===== config.mk =====
export PLATFORM = sky130hd
export DESIGN_NAME = pc_sequencer
export DESIGN_NICKNAME = d
export VERILOG_FILES = /design/src/rtl/pc_sequencer.sv
export SDC_FILE = /design/constraint.sdc
export NUM_CORES = 1
export LEC_CHECK = 0
export CORE_ASPECT_RATIO = 0.8
export CORE_MARGIN = 3
export CORE_UTILIZATION = 55
export DETAILED_ROUTE_END_ITERATION = 10
export PLACE_DENSITY_LB_ADDON = 0.15
export SLEW_MARGIN = 20
export SYNTH_ARGS = -nofsm -noshare
export SYNTH_HDL_FRONTEND = slang
export SYNTH_SLANG_ARGS = --single-unit

===== constraint.sdc =====
create_clock -name clk -period 2.8 [get_ports clk]
set_input_delay 0.42 -clock clk [delete_from_list [all_inputs] [get_ports clk]]
set_output_delay 0.42 -clock clk [all_outputs]
set_load 0.01 [all_outputs]

===== src/rtl/pc_sequencer.sv =====
// Program-flow controller: owns the PC, a shift-register return stack and the
// two-word branch sequencing (opcode word in RUN, address word in TARGET).
module pc_sequencer #(
    parameter int PC_WIDTH    = 12,
    parameter int PC_STEP     = 2,
    parameter int STACK_DEPTH = 4
) (
    input  logic                clk,
    input  logic                reset,
    input  logic                hold,
    input  logic [15:0]         instr_word,
    input  logic [2:0]          branch_op,
    input  logic                acc_zero,
    input  logic                acc_neg,
    input  logic                ar_nonzero,
    output logic [PC_WIDTH-1:0] pc,
    output logic                exec_valid,
    output logic                stack_ovf,
    output logic                stack_unf
);

    localparam int DEPTH_W = $clog2(STACK_DEPTH + 1);

    typedef enum logic {RUN, TARGET} state_t;

    typedef enum logic [2:0] {
        OP_NONE, OP_B, OP_BZ, OP_BNZ, OP_BGEZ, OP_BANZ, OP_CALL, OP_RET
    } op_t;

    state_t              state, state_next;
    logic [PC_WIDTH-1:0] pc_next, pc_inc;
    logic                taken_q, taken_next;
    logic                is_call_q, call_next;
    logic                cond;
    logic                push, pop;
    logic [PC_WIDTH-1:0] stack [STACK_DEPTH];
    logic [DEPTH_W-1:0]  depth;
    op_t                 op;

    // Address bits above PC_WIDTH in the target word are don't-care.
    logic unused_instr;
    assign unused_instr = &{1'b0, instr_word};

    assign op         = op_t'(branch_op);
    assign pc_inc     = pc + PC_WIDTH'(PC_STEP);
    assign exec_valid = (state == RUN);

    always_comb begin
        cond = 1'b0;
        case (op)
            OP_B:    cond = 1'b1;
            OP_BZ:   cond = acc_zero;
            OP_BNZ:  cond = !acc_zero;
            OP_BGEZ: cond = !acc_neg;
            OP_BANZ: cond = ar_nonzero;
            OP_CALL: cond = 1'b1;
            default: cond = 1'b0;
        endcase
    end

    always_comb begin
        state_next = state;
        pc_next    = pc;
        taken_next = taken_q;
        call_next  = is_call_q;
        push       = 1'b0;
        pop        = 1'b0;
        if (!hold) begin
            case (state)
                RUN: begin
                    case (op)
                        OP_NONE: pc_next = pc_inc;
                        OP_RET: begin
                            pc_next = stack[0];
                            pop     = 1'b1;
                        end
                        default: begin
                            taken_next = cond;
                            call_next  = (op == OP_CALL);
                            pc_next    = pc_inc;
                            state_next = TARGET;
                        end
                    endcase
                end
                TARGET: begin
                    // Return address is the word after the CALL's address word.
                    pc_next    = taken_q ? instr_word[PC_WIDTH-1:0] : pc_inc;
                    push       = is_call_q;
                    state_next = RUN;
                end
                default: state_next = RUN;
            endcase
        end
    end

    always_ff @(posedge clk or posedge reset) begin
        if (reset) begin
            state     <= RUN;
            pc        <= '0;
            taken_q   <= 1'b0;
            is_call_q <= 1'b0;
        end else begin
            state     <= state_next;
            pc        <= pc_next;
            taken_q   <= taken_next;
            is_call_q <= call_next;
        end
    end

    // Push drops the oldest entry when full; pop copies the bottom entry upward.
    always_ff @(posedge clk or posedge reset) begin
        if (reset) begin
            for (int i = 0; i < STACK_DEPTH; i++) stack[i] <= '0;
            depth     <= '0;
            stack_ovf <= 1'b0;
            stack_unf <= 1'b0;
        end else if (push) begin
            for (int i = 1; i < STACK_DEPTH; i++) stack[i] <= stack[i-1];
            stack[0] <= pc_inc;
            if (depth == DEPTH_W'(STACK_DEPTH)) stack_ovf <= 1'b1;
            else depth <= depth + DEPTH_W'(1);
        end else if (pop) begin
            for (int i = 0; i < STACK_DEPTH - 1; i++) stack[i] <= stack[i+1];
            if (depth == '0) stack_unf <= 1'b1;
            else depth <= depth - DEPTH_W'(1);
        end
    end

endmodule


==> impl_metrics.py <==
metrics = {
    "layout": {
        "drive_gt1_share_pct": 9.02,
        "final_nets": 432,
        "fin_area_mm2": 0.00399,
        "area_growth_syn_to_layout_pct": 18.0,
        "diodes": 0,
        "final_util_pct": 69.9,
    },
    "floorplanning": {
        "start_util_pct": 59.3,
        "die_area_mm2": 0.00713,
        "pin_count": 40,
        "coreArea_mm2": 0.00571,
        "die_w_um": 93.7,
        "die_y_um": 76.1,
        "fp-row-count": 24,
    },
    "route": {
        "dr.pass1.iters": 5,
        "drc": 0,
        "vias": 2866,
        "drtIter0Drc": 183,
        "routed_wl_mm": 7.85,
        "routedWlPerCell_um": 16.1,
        "viasPerCell": 5.87,
        "ant_nets": 0,
    },
    "cts": {
        "clock-sinks": 68,
        "clk_latency_ns": 0.34,
        "htree_levels": 3,
        "post_cts_buffers": 0,
        "cts_hold_buf": 0,
        "cts_resized": 0,
        "clock_path_buffers": 2,
        "cts-buffers-inserted": 9,
        "tritoncts": "done",
        "clock-root-buffer": "clkbuf_8",
        "clk_pin_slew_ns": 0.08,
    },
    "pwr": {
        "total_power_mw": 3.85,
        "ir_worst_vdd_uv": 608,
        "power_density_mw_per_mm2": 964,
        "netSwitchingPower_mw": 1.39,
        "sequentialPowerShare_pct": 48.5,
        "swShare_pct": 36.0,
        "clock_power_share_pct": 21.3,
        "leakage_nw": 1.79,
        "pwr-share-comb_pct": 30.2,
        "p_int_mw": 2.46,
    },
    "synth": {
        "synth_compound_area_share_pct": 20.3,
        "yosysTopAreaCellShare_pct": 50.3,
        "synth_top_family_by_area": "compound AO/OA/AOI/OAI gates",
        "async_flop_share_pct": 100,
        "synthTopCellsByArea": "dfrtp_1 50%, nand2_1 10%, nor2_1 4.0%",
        "synthCells": 375,
        "syn_avg_cell_area_um2": 9.02,
        "ys_types": 51,
        "synth_xor_area_share_pct": 2.33,
        "synth-seq-cells": 68,
        "synth-simple-area-share_pct": 19.5,
        "yosysTopAreaCell": "dfrtp_1",
        "syn-num-nets": 402,
        "ys_warn_count": 0,
        "ys_seq_area_share_pct": 50.3,
        "synth_edf_count": 0,
        "synthMuxAreaShare_pct": 1.18,
        "yosys_most_used_dff": "dfrtp_1",
        "synthAdderAreaFrac_pct": 0.962,
        "syn_area_mm2": 0.00338,
    },
    "global_route": {
        "grt.overflow.total": 0,
        "grt_pass1_vias": 2736,
        "grt_pass1_wl_mm": 13.2,
        "antenna_found_initial": 0,
        "grt_max_degree": 57,
        "track_usage_pct": 23.0,
    },
    "placed_design": {
        "post_dp_cell_area_mm2": 0.00379,
        "dp_hpwl_mm": 5.22,
        "port_buffers": 35,
        "gp_congestion": 0.828,
    },
    "timing": {
        "maxSlewHeadroom_pct": 54.7,
        "finalCriticalPeriod_ns": 2.26,
        "period_share_pct": 80.7,
        "finalSetupTns_ns": 0,
        "hold_slack_ns": 0.336,
        "setup_viol": 0,
        "finalHoldViolCount": 0,
        "worst_pin_slew_ns": 0.672,
        "rsz0062_at_grt": "no",
        "fmax_mhz": 443,
        "skew_ns": 0.00644,
        "final-max-slew-violation-count": 0,
    },
    "critical_path": {
        "reg2reg_from": "state",
        "crit_fanout": 17,
        "critPathRequiredTime_ns": 3.00,
        "path_class": "input port to flop",
        "endpoint_kind": "flop",
        "startpoint_type": "input port",
        "crit_arrival_ns": 2.46,
        "reg2reg_slack_ns": 0.80,
        "worstReg2RegEnd": "stack[30]",
        "reg2regPathDepth": 5,
    },
    "min_path": {
        "min_path_type": "input port to asynchronous set/reset pin",
    },
    "job": {
        "maxCapViolCount": 0,
    },
    "run_status": {
        "outcome": "complete, no violations",
    },
}
[worst max-delay path, cell delays in order]
cell and delay (ns):
clkdlybuf4s50_1 0.62, and4b_1 0.60, nand2_1 0.34, buf_4 0.29
nand2_1 0.08, a31oi_1 0.09
[through the flow]
step,setup WS (ns),cells
2_1_floorplan,0.668,375
3_3_place_gp,0.257,472
3_5_place_dp,0.226,472
4_1_cts,0.596,488
5_1_grt,0.457,488
6_report,0.541,488
[power groups by stage]
stage               registers [mW]  logic, mW  clock network [mW]
floorplan                     1.75      0.798                   0
global placement              1.86       1.12                   0
detailed placement            1.87       1.17                   0
CTS                           1.86       1.17               0.836
global route                  1.93       1.30               0.883
finish                        1.87       1.16               0.819
[flip-flops by register name, indices dropped and copies added (netlist names)]
name       count
depth          3
is_call_q      1
stack_unf      1
state          1
taken_q        1
pc            12
stack         48
stack_ovf      1
[worst max path at each step]
stage                             from  cells past startpoint         to  slack, ns
after floorplan                  reset                      1   depth[0]       0.67
after global placement    branch_op[1]                      6  stack[36]       0.26
after detailed placement  branch_op[1]                      6  stack[30]       0.23
after CTS                 branch_op[1]                      6  stack[36]       0.60
after global routing      branch_op[1]                      6  stack[30]       0.46
final                     branch_op[1]                      6  stack[30]       0.54
[layout by cell type, fill, tap and decap left out, types with 6 or more instances in the layout]
cell	count
o21ai_0	19
inv_1	6
xnor2_1	7
dfrtp_1	68
a31oi_1	21
clkdlybuf4s50_1	35
a221oi_1	7
a22oi_1	12
buf_4	9
clkbuf_8	10
nand3_1	7
a21oi_1	10
nor2_1	36
nand2_1	94
[layout make-up]
cell class                 instances  area (µm²)
sequential                        68        1700
timing repair buffer              46         458
multi-input combinational        271        1500
inverter                           9        33.8
clock inverter                     6        63.8
clock buffer                      10         138
fill                             458        1720
tap                               78        97.6
[cell usage after synthesis (all sizes together), types with 2 or more instances]
master,count
a211oi,2
a21o,3
a21oi,10
a221o,3
a221oi,8
a22oi,12
a2bb2oi,5
a31oi,21
and2,2
and3,2
buf,19
clkbuf,8
dfrtp,68
inv,8
mux2i,4
nand2,94
nand3,7
nand4,4
nor2,37
nor3,3
o21a,4
o21ai,19
o22ai,4
o31a,2
o31ai,2
xnor2,7
xor2,2
[cells by family after synthesis]
kind of cell / Yosys count
adders and majority gates: 2
and+or+nand+nor: 157
AOI/OAI and AO/OA: 99
xor gates and xnor gates: 9
muxes: 4
DFF: 68
buffers and inverters: 36
[routing by layer]
metal | vias up | share of wire, % | GRT usage (%)
met5 | - | 0 | 0
met4 | 0 | 1.4 | 5.63
met3 | 9 | 5.0 | 6.52
met2 | 72 | 49 | 37.7
met1 | 1412 | 45 | 30.3
li1 | 1373 | - | -
Power figures use the tool's default switching activity.
